File: src/rtl/med_pkg.sv
// med_pkg: shared widths, pixel type and sequencer states for the median feeder and engine
package med_pkg;
  localparam int TAILLE = 8;
  localparam int NMBR = 9;
  typedef logic [TAILLE-1:0] pixel_t;
  typedef enum logic [1:0] {IDLE, SEND, WAIT} state_t;
endpackage

File: src/rtl/med_line_buf.sv
// med_line_buf: one image line of pixels, combinational read and write at the same address
module med_line_buf #(
  parameter int W  = 8,
  parameter int D  = 16,
  parameter int AW = $clog2(D)
) (
  input  logic          CLK,
  input  logic          we,
  input  logic [AW-1:0] addr,
  input  logic [W-1:0]  wd,
  output logic [W-1:0]  rd
);
  logic [W-1:0] mem [D];
  always_ff @(posedge CLK)
    if (we) mem[addr] <= wd;
  assign rd = mem[addr];
endmodule

File: src/rtl/med_win_feeder.sv
// med_win_feeder: builds 3x3 windows from a raster stream, feeds them serially to the median engine
module med_win_feeder #(
  parameter int TAILLE  = med_pkg::TAILLE,
  parameter int LARGEUR = 16,
  parameter int NMBR    = med_pkg::NMBR
) (
  input  logic              CLK,
  input  logic              nRST,
  input  logic              SOF,
  input  logic [TAILLE-1:0] PIX_DI,
  input  logic              PIX_VALID,
  output logic              PIX_READY,
  output logic [TAILLE-1:0] MED_DI,
  output logic              MED_DSI,
  input  logic [TAILLE-1:0] MED_DO,
  input  logic              MED_DSO,
  output logic [TAILLE-1:0] PIX_DO,
  output logic              PIX_DSO
);
  import med_pkg::*;
  localparam int CW = $clog2(LARGEUR);
  state_t state, state_nx;
  logic [CW-1:0] col, col_a;
  logic [1:0] row, row_a;
  logic [3:0] k;
  logic [TAILLE-1:0] win [NMBR];
  logic [TAILLE-1:0] win_nx [NMBR];
  logic [TAILLE-1:0] lb0_rd, lb1_rd;
  logic acc, wrap, full;
  assign PIX_READY = state == IDLE;
  assign acc = PIX_VALID && PIX_READY;
  // SOF overrides the position of the pixel it qualifies
  assign col_a = SOF ? '0 : col;
  assign row_a = SOF ? '0 : row;
  assign wrap = col_a == CW'(LARGEUR - 1);
  assign full = row_a == 2'd2 && col_a >= CW'(2);
  med_line_buf #(.W(TAILLE), .D(LARGEUR)) u_lb0 (
    .CLK(CLK), .we(acc), .addr(col_a), .wd(PIX_DI), .rd(lb0_rd)
  );
  med_line_buf #(.W(TAILLE), .D(LARGEUR)) u_lb1 (
    .CLK(CLK), .we(acc), .addr(col_a), .wd(lb0_rd), .rd(lb1_rd)
  );
  always_comb begin
    for (int i = 0; i < 3; i++) begin
      win_nx[3*i]   = win[3*i+1];
      win_nx[3*i+1] = win[3*i+2];
      win_nx[3*i+2] = i == 0 ? lb1_rd : i == 1 ? lb0_rd : PIX_DI;
    end
  end
  always_comb
    state_nx = (state == IDLE && acc && full) ? SEND :
               (state == SEND && k == 4'(NMBR)) ? WAIT :
               (state == WAIT && MED_DSO) ? IDLE : state;
  always_ff @(posedge CLK or negedge nRST)
    if (!nRST) state <= IDLE;
    else state <= state_nx;
  always_ff @(posedge CLK)
    if (acc) win <= win_nx;
  // first window pixel leaves on the accept edge so DSI starts the very next cycle
  always_ff @(posedge CLK or negedge nRST)
    if (!nRST) begin
      col <= '0;
      row <= '0;
      k <= '0;
      MED_DSI <= 1'b0;
      MED_DI <= '0;
      PIX_DSO <= 1'b0;
      PIX_DO <= '0;
    end else begin
      PIX_DSO <= 1'b0;
      if (acc) begin
        col <= wrap ? '0 : col_a + CW'(1);
        row <= (wrap && row_a != 2'd2) ? row_a + 2'd1 : row_a;
        if (full) begin
          MED_DSI <= 1'b1;
          MED_DI <= win_nx[0];
          k <= 4'd1;
        end
      end
      if (state == SEND) begin
        if (k == 4'(NMBR)) begin
          MED_DSI <= 1'b0;
          k <= '0;
        end else begin
          MED_DI <= win[k];
          k <= k + 4'd1;
        end
      end
      if (state == WAIT && MED_DSO) begin
        PIX_DO <= MED_DO;
        PIX_DSO <= 1'b1;
      end
    end
endmodule

File: config.mk
export PLATFORM = sky130hd
export DESIGN_NAME = med_win_feeder
export DESIGN_NICKNAME = d
export VERILOG_FILES = /design/src/rtl/med_pkg.sv /design/src/rtl/med_line_buf.sv /design/src/rtl/med_win_feeder.sv
export SDC_FILE = /design/constraint.sdc
export NUM_CORES = 1
export LEC_CHECK = 0
export CAP_MARGIN = 20
export CORE_MARGIN = 2
export CORE_UTILIZATION = 38
export DETAILED_ROUTE_END_ITERATION = 10
export PLACE_DENSITY = 0.57
export SYNTH_ARGS = -nofsm -noshare
export SYNTH_HDL_FRONTEND = slang
export SYNTH_SLANG_ARGS = --single-unit
File: constraint.sdc
create_clock -name CLK -period 4.72 [get_ports CLK]
set_clock_uncertainty 0.15 [all_clocks]
set_input_delay 0.708 -clock CLK [delete_from_list [all_inputs] [get_ports CLK]]
set_output_delay 0.708 -clock CLK [all_outputs]
set_load 0.02 [all_outputs]
==> results of run 1 <==
layout make-up:
class                      instances  area (µm²)
antenna                            2       5.005
fill                            3162       20150
timing repair buffer              78       690.7
clock buffer                      51        1072
multi-input combinational        400        3387
clock inverter                    19       183.9
sequential                       358       10610
inverter                           6       22.52
tap                              468       585.6
registers in the layout, summed over array words and instances, names as in the netlist:
signal     count
u_lb0.mem    128
u_lb1.mem    128
win           72
MED_DI         8
PIX_DO         8
col            4
k              4
row            2
state          2
MED_DSI        1
PIX_DSO        1
stage by stage:
step / setup WS, ps / util (%) / hold WS, ps / cells / power [µW]
after global routing: 1202 / 45.09 / 263.0 / 1380 / 9869
after floorplan: 296.4 / - / 262.4 / 816 / 5710
final: 1424 / 45.10 / 262.8 / 1382 / 9453
after CTS: 1404 / 45.09 / 248.1 / 1380 / 9546
after detailed placement: 1089 / 41.67 / 281.5 / 1310 / 6565
after global placement: 1139 / 41.67 / 276.1 / 1310 / 6538
layer usage:
layer | routed length [µm] | share of wire [%] | global-route usage [%]
met4 | 711 | 2.2 | 5.124
met5 | 0 | 0 | 0
met1 | 14720 | 46 | 24.25
met2 | 14880 | 46 | 26.44
met3 | 1860 | 5.8 | 3.039
cells in the mapped netlist (17+ instances only):
cell | count | area share [%]
sky130_fd_sc_hd__edfxtp_1 | 328 | 70
sky130_fd_sc_hd__mux2i_1 | 89 | 6.3
sky130_fd_sc_hd__nand2_1 | 49 | 1.3
sky130_fd_sc_hd__clkbuf_1 | 33 | 0.87
sky130_fd_sc_hd__o221ai_1 | 32 | 2.0
sky130_fd_sc_hd__dfrtp_1 | 30 | 5.3
sky130_fd_sc_hd__a21oi_1 | 27 | 0.95
sky130_fd_sc_hd__mux2_2 | 24 | 1.9
sky130_fd_sc_hd__a2bb2oi_1 | 18 | 1.1
sky130_fd_sc_hd__buf_2 | 17 | 0.60
sky130_fd_sc_hd__nor3b_1 | 17 | 0.90
power by group through the flow:
stage               sequential, µW  clock [µW]  combinational [µW]
floorplan                     4340           0                1370
global placement              4390           0                2150
detailed placement            4390           0                2170
CTS                           4330        3040                2180
global route                  4370        3160                2340
finish                        4330        2970                2150
worst max-delay path by stage:
stage,start,to,slack (ps),cells after the start
floorplan,PIX_VALID,u_lb0.mem[2][0],300,5
global route,col[0],u_lb1.mem[13][6],1200,5
finish,col[0],u_lb1.mem[13][6],1420,5
CTS,col[0],u_lb1.mem[14][6],1400,5
global placement,SOF,u_lb0.mem[15][1],1140,4
detailed placement,SOF,u_lb0.mem[15][4],1090,4
cells by family after synthesis:
family	Yosys count	share of synthesized area [%]
DFF	358	74.84
buffers and inverters	58	1.793
AOI/OAI and AO/OA	141	7.527
and+or+nand+nor	126	4.744
muxes	129	10.74
adders and majority gates	4	0.3534
==> impl_metrics.prom, run 1 <==
# TYPE chip_impl_metric gauge
chip_impl_metric{name="pwr-share-comb",unit="%"} 22.8
chip_impl_metric{name="floorplan.initialDensity",unit="%"} 38.60
chip_impl_info{name="worst_path_dominant_cell_family",value="simple AND/OR/NAND/NOR gates"} 1
chip_impl_info{name="criticalPathCategory",value="reg -> reg"} 1
chip_impl_metric{name="synth_seq_area_share",unit="%"} 74.84
chip_impl_info{name="synthFlopType",value="sky130_fd_sc_hd__edfxtp_1"} 1
chip_impl_metric{name="dieArea",unit="mm²"} 0.03883
chip_impl_metric{name="placement.cell_area",unit="mm²"} 0.01529
chip_impl_metric{name="share_of_the_cycle_needed_by_the_critical_path_after_routing",unit="%"} 69.83
chip_impl_metric{name="antenna_left",unit=""} 0
chip_impl_metric{name="postCtsHoldBufs",unit=""} 0
chip_impl_info{name="path_cells",value="nor2b_4 > buf_4 > mux2i_1 > o22a_1 > nand4_1"} 1
chip_impl_metric{name="mappedNetlistNets",unit=""} 841
chip_impl_metric{name="avgViaCountPerCell",unit=""} 5.513
chip_impl_metric{name="cts.htree.levels",unit=""} 2
chip_impl_info{name="worstReg2RegEnd",value="u_lb1.mem[13][6]"} 1
chip_impl_info{name="critical_path.slowest_cell",value="sky130_fd_sc_hd__dfrtp_4"} 1
chip_impl_metric{name="synth_cell_types",unit=""} 38
chip_impl_metric{name="global_route.overflow_total",unit=""} 0
chip_impl_metric{name="ys_warn_count",unit=""} 0
chip_impl_metric{name="postSynthCellCount",unit=""} 816
chip_impl_metric{name="number_of_remaining_drc_errors",unit=""} 0
chip_impl_metric{name="clockPowerShare",unit="%"} 31.5
chip_impl_metric{name="num_vias",unit=""} 7619
chip_impl_info{name="rsz0062_at_grt",value="no"} 1
chip_impl_metric{name="cts_resized",unit=""} 0
chip_impl_metric{name="drive_gt1_share",unit="%"} 18.09
chip_impl_info{name="timing.hold.worst.class",value="in -> async"} 1
chip_impl_metric{name="gr-usage-all-layers",unit="%"} 16.91
chip_impl_metric{name="worstPathArrival",unit="ps"} 3190
chip_impl_metric{name="die-height",unit="µm"} 197.1
chip_impl_metric{name="antenna_violations_before_repair",unit=""} 2
chip_impl_metric{name="critical_path.n_buffers_inverters",unit=""} 1
chip_impl_metric{name="grt_first_pass_wirelength",unit="µm"} 48710
chip_impl_metric{name="die_x",unit="µm"} 197.1
chip_impl_metric{name="async_reset_ff_share",unit="%"} 8.380
chip_impl_metric{name="i_o_pin_cnt",unit=""} 40
chip_impl_metric{name="maximum_number_of_pins_on_one_net_before_global_route_repair",unit=""} 75
chip_impl_metric{name="setup_slack_reg_to_reg",unit="ps"} 1420
chip_impl_metric{name="core.rowCount",unit=""} 70
chip_impl_metric{name="finish.net_count",unit=""} 908
chip_impl_metric{name="tightestPinTransition",unit="ps"} 1057
chip_impl_metric{name="cts_num_sinks",unit=""} 358
chip_impl_metric{name="final-setup-viol-count",unit=""} 0
chip_impl_metric{name="worst-r2r-cell-count",unit=""} 5
chip_impl_metric{name="achievable-frequency",unit="MHz"} 303.4
chip_impl_info{name="final_common_cell",value="sky130_fd_sc_hd__edfxtp_1"} 1
chip_impl_metric{name="syn_std_cell_area",unit="mm²"} 0.01416
chip_impl_metric{name="cp_max_fo",unit=""} 24
chip_impl_metric{name="finalMaxSlewViolations",unit=""} 0
chip_impl_metric{name="gpl.final_weighted_congestion",unit=""} 0.7983
chip_impl_info{name="cp-end-kind",value="flop"} 1
chip_impl_metric{name="core-area",unit="mm²"} 0.03670
chip_impl_metric{name="clock_network_latency_to_the_later_pin_of_the_worst_skew_pair",unit="ps"} 540
chip_impl_metric{name="cts.path.max_buffers",unit=""} 3
chip_impl_info{name="clock_tree_from_tritoncts",value="yes"} 1
chip_impl_info{name="clock-root-buffer",value="sky130_fd_sc_hd__clkbuf_16"} 1
chip_impl_metric{name="netSwitchingPower",unit="µW"} 2745
chip_impl_metric{name="first_global_vias",unit=""} 7580
chip_impl_metric{name="post_synth.cell_area_avg",unit="µm²"} 17.36
chip_impl_metric{name="worst_ep_required_time",unit="ps"} 4620
chip_impl_metric{name="maxCapViolations",unit=""} 0
chip_impl_info{name="top_library_cells_by_usage_in_the_layout_fill_and_taps_aside",value="328 x sky130_fd_sc_hd__edfxtp_1, 89 x sky130_fd_sc_hd__mux2i_1, 49 x sky130_fd_sc_hd__nand2_1, 40 x sky130_fd_sc_hd__clkbuf_16"} 1
chip_impl_metric{name="cts_buffers",unit=""} 39
chip_impl_metric{name="area_growth",unit="%"} 16.86
chip_impl_metric{name="number_of_flops_mapped_to_enable_cells_by_yosys",unit=""} 328
chip_impl_metric{name="timing.critical_path.slowest_cell_delay",unit="ps"} 690
chip_impl_metric{name="port_buffers",unit=""} 39
chip_impl_metric{name="wl_per_cell",unit="µm"} 23.28
chip_impl_metric{name="sequentialPowerShare",unit="%"} 45.8
chip_impl_metric{name="drt-pass1-iter-count",unit=""} 5
chip_impl_info{name="setup.worst_path.start_class",value="flop"} 1
chip_impl_info{name="worst_r2r_src",value="col[0]"} 1
chip_impl_metric{name="setup_tns",unit="ps"} 0
chip_impl_metric{name="postCtsSetupRepairBufs",unit=""} 0
chip_impl_metric{name="power_per_cell_area",unit="mW/mm²"} 571.1
chip_impl_metric{name="internal_power",unit="µW"} 6708
chip_impl_metric{name="final-hold-violation-count",unit=""} 0
chip_impl_metric{name="yosys_register_bits",unit=""} 358
chip_impl_metric{name="wl_final",unit="µm"} 32180
chip_impl_metric{name="relSlewSlack",unit="%"} 29.48
chip_impl_metric{name="layout_min_cycle_time",unit="ps"} 3296
chip_impl_metric{name="cts.reportedPaths.clkPinSlew",unit="ps"} 60
chip_impl_metric{name="dp_hpwl",unit="µm"} 19920
chip_impl_metric{name="power.ir.vdd_worst",unit="V"} 0.0003068
chip_impl_metric{name="initial_drt_markers",unit=""} 710
chip_impl_metric{name="power_switching_share",unit="%"} 29.04
chip_impl_metric{name="finished_layout_cell_area",unit="mm²"} 0.01655
chip_impl_info{name="result_of_the_run",value="completed"} 1
chip_impl_metric{name="static-leakage-power",unit="µW"} 0.005530
Note: power is estimated with default switching activity, not from simulation.
==> inputs of run 2 (changes only) <==
--- a/config.mk
+++ b/config.mk
@@ -9,7 +9,7 @@
 export CORE_MARGIN = 2
 export CORE_UTILIZATION = 38
 export DETAILED_ROUTE_END_ITERATION = 10
-export PLACE_DENSITY = 0.57
+export PLACE_DENSITY = 0.59
 export SYNTH_ARGS = -nofsm -noshare
 export SYNTH_HDL_FRONTEND = slang
 export SYNTH_SLANG_ARGS = --single-unit
==> constraint.sdc (replaced) <==
create_clock -name CLK -period 3 [get_ports CLK]
set_clock_uncertainty 0.15 [all_clocks]
set_input_delay 0.45 -clock CLK [delete_from_list [all_inputs] [get_ports CLK]]
set_output_delay 0.45 -clock CLK [all_outputs]
set_load 0.02 [all_outputs]
==> run 2 against run 1 <==
Cell area increased by 1.4%. Die area unchanged. Combinational power increased by 65%. Largest cell class unchanged. Highest routed layer unchanged.
==> impl_metrics.prom, run 2 (synthesis results as in run 1) <==
# TYPE chip_impl_metric gauge
chip_impl_info{name="criticalPathCategory",value="reg -> reg"} 1
chip_impl_metric{name="cts.path.max_buffers",unit=""} 3
chip_impl_metric{name="area_growth",unit="%"} 18.50
chip_impl_info{name="critical_path.most_common_cell",value="sky130_fd_sc_hd__buf_4"} 1
chip_impl_metric{name="critical_path.n_buffers_inverters",unit=""} 2
chip_impl_metric{name="dieArea",unit="mm²"} 0.03883
chip_impl_metric{name="die-height",unit="µm"} 197.1
chip_impl_metric{name="netSwitchingPower",unit="µW"} 4264
chip_impl_info{name="worst_path_dominant_cell_family",value="flip-flops"} 1
chip_impl_info{name="timing.hold.worst.class",value="in -> async"} 1
chip_impl_info{name="worstReg2RegEnd",value="u_lb1.mem[12][5]"} 1
chip_impl_metric{name="totalPowerFinal",unit="µW"} 14840
chip_impl_info{name="cp-end-kind",value="flop"} 1
chip_impl_metric{name="core-area",unit="mm²"} 0.03670
chip_impl_metric{name="postCtsHoldBufs",unit=""} 0
chip_impl_metric{name="setup_ws",unit="ps"} 457.3
chip_impl_metric{name="power_switching_share",unit="%"} 28.74
chip_impl_metric{name="postCtsSetupRepairBufs",unit=""} 0
chip_impl_metric{name="power_per_cell_area",unit="mW/mm²"} 884.1
chip_impl_info{name="final_common_cell",value="sky130_fd_sc_hd__edfxtp_1"} 1
chip_impl_metric{name="sequentialPowerShare",unit="%"} 46.1
chip_impl_metric{name="wl_per_cell",unit="µm"} 21.54
chip_impl_metric{name="final-setup-viol-count",unit=""} 0
chip_impl_metric{name="setup_tns",unit="ps"} 0
chip_impl_metric{name="worst-r2r-cell-count",unit=""} 6
chip_impl_info{name="path_cells",value="nor2b_4 > buf_4 > mux2i_1 > o22a_1 > nand4_1 > buf_4"} 1
chip_impl_metric{name="maximum_number_of_pins_on_one_net_before_global_route_repair",unit=""} 76
chip_impl_metric{name="antenna_violations_before_repair",unit=""} 0
chip_impl_metric{name="num_vias",unit=""} 7593
chip_impl_metric{name="drive_gt1_share",unit="%"} 19.62
chip_impl_metric{name="finish.net_count",unit=""} 935
chip_impl_metric{name="static-leakage-power",unit="µW"} 0.005675
chip_impl_metric{name="internal_power",unit="µW"} 10570
chip_impl_metric{name="relSlewSlack",unit="%"} 37.28
chip_impl_info{name="result_of_the_run",value="completed"} 1
chip_impl_metric{name="tightestPinTransition",unit="ps"} 931.0
chip_impl_metric{name="setup_slack_reg_to_reg",unit="ps"} 460
chip_impl_metric{name="multi_input_area",unit="mm²"} 0.003422
chip_impl_metric{name="cts_num_sinks",unit=""} 358
chip_impl_metric{name="cts.reportedPaths.clkPinSlew",unit="ps"} 60
chip_impl_info{name="critical_path.slowest_cell",value="sky130_fd_sc_hd__dfrtp_4"} 1
chip_impl_info{name="rsz0062_at_grt",value="no"} 1
chip_impl_metric{name="avgViaCountPerCell",unit=""} 5.400
chip_impl_metric{name="achievable-frequency",unit="MHz"} 393.3
chip_impl_metric{name="holdWs",unit="ps"} 284.3
chip_impl_metric{name="share_of_the_cycle_needed_by_the_critical_path_after_routing",unit="%"} 84.76
chip_impl_metric{name="maxCapViolations",unit=""} 0
chip_impl_metric{name="clockPowerShare",unit="%"} 30.1
chip_impl_metric{name="cts_resized",unit=""} 0
chip_impl_metric{name="placement.cell_area",unit="mm²"} 0.01559
chip_impl_metric{name="die_x",unit="µm"} 197.1
chip_impl_metric{name="n_fill_cell",unit=""} 3135
chip_impl_metric{name="global_route.overflow_total",unit=""} 0
chip_impl_metric{name="floorplan.initialDensity",unit="%"} 38.60
chip_impl_metric{name="gpl.final_weighted_congestion",unit=""} 0.7934
chip_impl_metric{name="first_global_vias",unit=""} 7764
chip_impl_info{name="top_library_cells_by_usage_in_the_layout_fill_and_taps_aside",value="328 x sky130_fd_sc_hd__edfxtp_1, 89 x sky130_fd_sc_hd__mux2i_1, 62 x sky130_fd_sc_hd__buf_4, 49 x sky130_fd_sc_hd__nand2_1, 41 x sky130_fd_sc_hd__clkbuf_16"} 1
chip_impl_info{name="worst_r2r_src",value="col[0]"} 1
chip_impl_metric{name="number_of_remaining_drc_errors",unit=""} 0
chip_impl_metric{name="cp_max_fo",unit=""} 22
chip_impl_metric{name="finalMaxSlewViolations",unit=""} 0
chip_impl_metric{name="drt-pass1-iter-count",unit=""} 4
chip_impl_metric{name="grt_first_pass_wirelength",unit="µm"} 47200
chip_impl_metric{name="wl_final",unit="µm"} 30290
chip_impl_info{name="clock_tree_from_tritoncts",value="yes"} 1
chip_impl_metric{name="final-hold-violation-count",unit=""} 0
chip_impl_metric{name="antenna_cells",unit=""} 0
chip_impl_metric{name="power.ir.vdd_worst",unit="V"} 0.0005267
chip_impl_metric{name="pwr-share-comb",unit="%"} 23.9
chip_impl_info{name="setup.worst_path.start_class",value="flop"} 1
chip_impl_metric{name="pre_cts_slack",unit="ps"} 200.4
chip_impl_metric{name="cts_buffers",unit=""} 38
chip_impl_metric{name="cts.htree.levels",unit=""} 2
chip_impl_metric{name="port_buffers",unit=""} 39
chip_impl_metric{name="timing.critical_path.slowest_cell_delay",unit="ps"} 690
chip_impl_metric{name="register_area",unit="mm²"} 0.01061
chip_impl_metric{name="layout_min_cycle_time",unit="ps"} 2543
chip_impl_info{name="layout_top_registers",value="u_lb0.mem: 128 flops, u_lb1.mem: 128 flops, win: 72 flops"} 1
chip_impl_metric{name="finished_layout_cell_area",unit="mm²"} 0.01678
chip_impl_metric{name="antenna_left",unit=""} 0
chip_impl_metric{name="gr-usage-all-layers",unit="%"} 16.02
chip_impl_metric{name="i_o_pin_cnt",unit=""} 40
chip_impl_metric{name="core.rowCount",unit=""} 70
chip_impl_info{name="clock-root-buffer",value="sky130_fd_sc_hd__clkbuf_16"} 1
chip_impl_metric{name="clock_network_latency_to_the_later_pin_of_the_worst_skew_pair",unit="ps"} 520
chip_impl_metric{name="worst_ep_required_time",unit="ps"} 3110
chip_impl_metric{name="initial_drt_markers",unit=""} 551
chip_impl_metric{name="worstPathArrival",unit="ps"} 2650
chip_impl_metric{name="dp_hpwl",unit="µm"} 19190
## run 2: metal layers
metal  track usage (%)  part of all wire, %  vias up
met5                 0                    0        -
met2             24.93                   46      202
met3             2.732                  5.4       50
met4             4.288                  1.9        0
met1             23.41                   47     3868
li1                  -                    -     3473
## run 2: power groups by stage
stage                     combinational, µW  clock, µW  sequential (µW)
final                                  3540       4460             6840
after global routing                   3860       4790             6910
after CTS                              3580       4560             6840
after detailed placement               3570          0             6940
after global placement                 3520          0             6930
after floorplan                        2180          0             6820
## run 2: final cells by class
class | count | area share (%)
clock inverters | 17 | 0.7679
well taps | 468 | 3.489
repair buffers | 106 | 5.666
flip-flops and latches | 358 | 63.19
multi-input cells | 400 | 20.39
inverters | 6 | 0.1640
clock buffers | 51 | 6.337
## run 2: worst max-delay path by stage
stage                     startpoint          endpoint  cells past startpoint
final                         col[0]  u_lb1.mem[12][5]                      6
after global routing          col[0]   u_lb1.mem[2][7]                      6
after CTS                     col[0]  u_lb1.mem[12][5]                      6
after detailed placement   PIX_VALID   u_lb1.mem[1][0]                      6
after global placement     PIX_VALID   u_lb1.mem[1][7]                      6
after floorplan            PIX_VALID   u_lb0.mem[0][0]                      5
## run 2: metrics by stage
stage,std cells,utilization [%]
3_3_place_gp,1338,42.49
6_report,1406,45.73
2_1_floorplan,816,-
4_1_cts,1406,45.73
3_5_place_dp,1338,42.49
5_1_grt,1406,45.73
==> inputs of run 3 (changes only) <==
--- a/config.mk
+++ b/config.mk
@@ -9,7 +9,7 @@
 export CORE_MARGIN = 2
 export CORE_UTILIZATION = 38
 export DETAILED_ROUTE_END_ITERATION = 10
-export PLACE_DENSITY = 0.59
+export PLACE_DENSITY = 0.57
 export SYNTH_ARGS = -nofsm -noshare
 export SYNTH_HDL_FRONTEND = slang
 export SYNTH_SLANG_ARGS = --single-unit
==> constraint.sdc (replaced) <==
create_clock -name CLK -period 2.5 [get_ports CLK]
set_clock_uncertainty 0.15 [all_clocks]
set_input_delay 0.375 -clock CLK [delete_from_list [all_inputs] [get_ports CLK]]
set_output_delay 0.375 -clock CLK [all_outputs]
set_load 0.02 [all_outputs]
==> run 3 against run 2 <==
Cell count increased by 1.5%. Clock power increased by 17%. Combinational power increased by 29%. Global-route usage decreased by 0.13 points. Die area unchanged. Register-to-register slack got worse by 340 ps. Critical path depth increased by 1. Sequential share of layout area decreased by 1.3 points. Flip-flop and latch count unchanged. First-iteration DRC count decreased by 2.2%. Utilization increased by 0.96 points.
==> impl_metrics.prom, run 3 (synthesis results as in run 1) <==
# TYPE chip_impl_metric gauge
chip_impl_info{name="layout_top_registers",value="u_lb0.mem: 128 flops, u_lb1.mem: 128 flops, win: 72 flops"} 1
chip_impl_metric{name="tightestPinTransition",unit="ps"} 691.5
chip_impl_metric{name="cts.path.max_buffers",unit=""} 3
chip_impl_metric{name="area_growth",unit="%"} 20.99
chip_impl_metric{name="cts_resized",unit=""} 0
chip_impl_metric{name="initial_drt_markers",unit=""} 539
chip_impl_metric{name="avgViaCountPerCell",unit=""} 5.274
chip_impl_metric{name="num_vias",unit=""} 7526
chip_impl_metric{name="core.rowCount",unit=""} 70
chip_impl_info{name="clock_tree_from_tritoncts",value="yes"} 1
chip_impl_metric{name="gr-usage-all-layers",unit="%"} 15.89
chip_impl_metric{name="drive_gt1_share",unit="%"} 22.11
chip_impl_metric{name="antenna_violations_before_repair",unit=""} 0
chip_impl_metric{name="die_x",unit="µm"} 197.1
chip_impl_metric{name="sequentialPowerShare",unit="%"} 45.5
chip_impl_metric{name="placedCellCount",unit=""} 1359
chip_impl_info{name="result_of_the_run",value="completed"} 1
chip_impl_info{name="worst_path_dominant_cell_family",value="buffers and inverters"} 1
chip_impl_metric{name="antenna_left",unit=""} 0
chip_impl_metric{name="relSlewSlack",unit="%"} 53.79
chip_impl_metric{name="achievable-frequency",unit="MHz"} 419.3
chip_impl_metric{name="first_global_vias",unit=""} 7576
chip_impl_metric{name="setup_ws",unit="ps"} 115.3
chip_impl_metric{name="port_buffers",unit=""} 39
chip_impl_metric{name="clockPowerShare",unit="%"} 29.1
chip_impl_metric{name="cts.reportedPaths.clkPinSlew",unit="ps"} 60
chip_impl_metric{name="global_route.overflow_total",unit=""} 0
chip_impl_metric{name="power_switching_share",unit="%"} 29.27
chip_impl_metric{name="i_o_pin_cnt",unit=""} 40
chip_impl_metric{name="wl_per_cell",unit="µm"} 21.22
chip_impl_metric{name="final-hold-violation-count",unit=""} 0
chip_impl_metric{name="critical_path.n_buffers_inverters",unit=""} 3
chip_impl_metric{name="static-leakage-power",unit="µW"} 0.005823
chip_impl_info{name="setup.worst_path.start_class",value="flop"} 1
chip_impl_metric{name="number_of_remaining_drc_errors",unit=""} 0
chip_impl_metric{name="gpl.final_weighted_congestion",unit=""} 0.7770
chip_impl_metric{name="finish.net_count",unit=""} 955
chip_impl_info{name="criticalPathCategory",value="reg -> reg"} 1
chip_impl_metric{name="core-area",unit="mm²"} 0.03670
chip_impl_metric{name="pre_cts_slack",unit="ps"} -97.58
chip_impl_metric{name="postCtsSetupRepairBufs",unit=""} 0
chip_impl_metric{name="cp_max_fo",unit=""} 32
chip_impl_metric{name="worst_ep_required_time",unit="ps"} 2600
chip_impl_metric{name="fin_cells",unit=""} 1427
chip_impl_info{name="path_cells",value="buf_12 > nand2b_1 > buf_4 > a2bb2oi_1 > o221ai_1 > nand4_1 > buf_4"} 1
chip_impl_metric{name="cts_num_sinks",unit=""} 358
chip_impl_metric{name="drt-pass1-iter-count",unit=""} 5
chip_impl_metric{name="netSwitchingPower",unit="µW"} 5239
chip_impl_metric{name="die-height",unit="µm"} 197.1
chip_impl_metric{name="finalMaxSlewViolations",unit=""} 0
chip_impl_metric{name="power.ir.vdd_worst",unit="V"} 0.0006291
chip_impl_metric{name="floorplan.initialDensity",unit="%"} 38.60
chip_impl_metric{name="grt_first_pass_wirelength",unit="µm"} 46470
chip_impl_info{name="rsz0062_at_grt",value="no"} 1
chip_impl_info{name="critical_path.slowest_cell",value="sky130_fd_sc_hd__dfrtp_4"} 1
chip_impl_metric{name="maximum_number_of_pins_on_one_net_before_global_route_repair",unit=""} 40
chip_impl_metric{name="internal_power",unit="µW"} 12660
chip_impl_metric{name="cts.htree.levels",unit=""} 2
chip_impl_metric{name="n_fill_cell",unit=""} 3128
chip_impl_info{name="clock-root-buffer",value="sky130_fd_sc_hd__clkbuf_16"} 1
chip_impl_metric{name="worstPathArrival",unit="ps"} 2490
chip_impl_metric{name="final-setup-viol-count",unit=""} 0
chip_impl_metric{name="postCtsHoldBufs",unit=""} 0
chip_impl_metric{name="cts_buffers",unit=""} 37
chip_impl_metric{name="dp_hpwl",unit="µm"} 20120
chip_impl_metric{name="share_of_the_cycle_needed_by_the_critical_path_after_routing",unit="%"} 95.39
chip_impl_metric{name="power_per_cell_area",unit="mW/mm²"} 1045
chip_impl_metric{name="pwr-share-comb",unit="%"} 25.4
chip_impl_metric{name="maxCapViolations",unit=""} 0
chip_impl_metric{name="wl_final",unit="µm"} 30280
chip_impl_info{name="cp-end-kind",value="flop"} 1
chip_impl_metric{name="antenna_cells",unit=""} 0
chip_impl_info{name="final_common_cell",value="sky130_fd_sc_hd__edfxtp_1"} 1
chip_impl_metric{name="dieArea",unit="mm²"} 0.03883
chip_impl_info{name="timing.hold.worst.class",value="in -> async"} 1
chip_impl_metric{name="clock_network_latency_to_the_later_pin_of_the_worst_skew_pair",unit="ps"} 530
chip_impl_info{name="critical_path.most_common_cell",value="sky130_fd_sc_hd__buf_4"} 1
chip_impl_metric{name="layout_min_cycle_time",unit="ps"} 2385
chip_impl_info{name="top_library_cells_by_usage_in_the_layout_fill_and_taps_aside",value="328 x sky130_fd_sc_hd__edfxtp_1, 89 x sky130_fd_sc_hd__mux2i_1, 69 x sky130_fd_sc_hd__buf_4, 49 x sky130_fd_sc_hd__nand2_1, 39 x sky130_fd_sc_hd__clkbuf_16"} 1
chip_impl_metric{name="timing.critical_path.slowest_cell_delay",unit="ps"} 540
run 3: worst paths after layout:
| check | depth (start not counted) | startpoint | slack [ps] | endpoint |
|---|---|---|---|---|
| worst max-delay path | 7 | col[0] | 120 | win[31] |
| max in group asynchronous | 2 | nRST | 1760 | col[0] |
| worst max register to register | 7 | col[0] | 120 | win[31] |
| worst min register to register | 0 | win[38] | 300 | win[46] |
| min in group CLK | 3 | SOF | 280 | col[2] |
| worst min-delay path | 2 | nRST | 110 | state[0] |
run 3: cell type report:
type | instances | area (µm²) | area share (%)
well taps | 468 | 585.6 | 3.417
clock buffers | 39 | 975.9 | 5.695
clock inverters | 29 | 183.9 | 1.073
multi-input cells | 400 | 3467 | 20.23
repair buffers | 127 | 1284 | 7.491
flip-flops and latches | 358 | 10610 | 61.89
inverters | 6 | 35.03 | 0.2044
run 3: power groups by stage:
stage	Clock [µW]	Combinational, µW	Sequential [µW]
after floorplan	0	2670	8180
after global placement	0	4540	8240
after detailed placement	0	4580	8270
after CTS	5340	4590	8150
after global routing	5580	4900	8220
final	5220	4550	8140
run 3: layer usage:
layer | GRT usage (%) | part of all wire (%) | vias up
li1 | - | - | 3517
met1 | 23.97 | 49 | 3787
met5 | 0 | 0 | -
met4 | 3.620 | 1.1 | 0
met3 | 3.090 | 5.4 | 31
met2 | 23.90 | 44 | 191
run 3: stage by stage:
step	area (µm²)	util [%]	hold slack (ps)	TNS (ps)	power (µW)
CTS	17140	46.70	104.3	0	18080
global placement	15980	43.54	277.5	-2759	12790
finish	17140	46.70	110.2	0	17900
floorplan	14310	-	-70.59	-5954	10850
global route	17140	46.70	137.0	0	18700
detailed placement	15980	43.54	283.3	-3437	12850
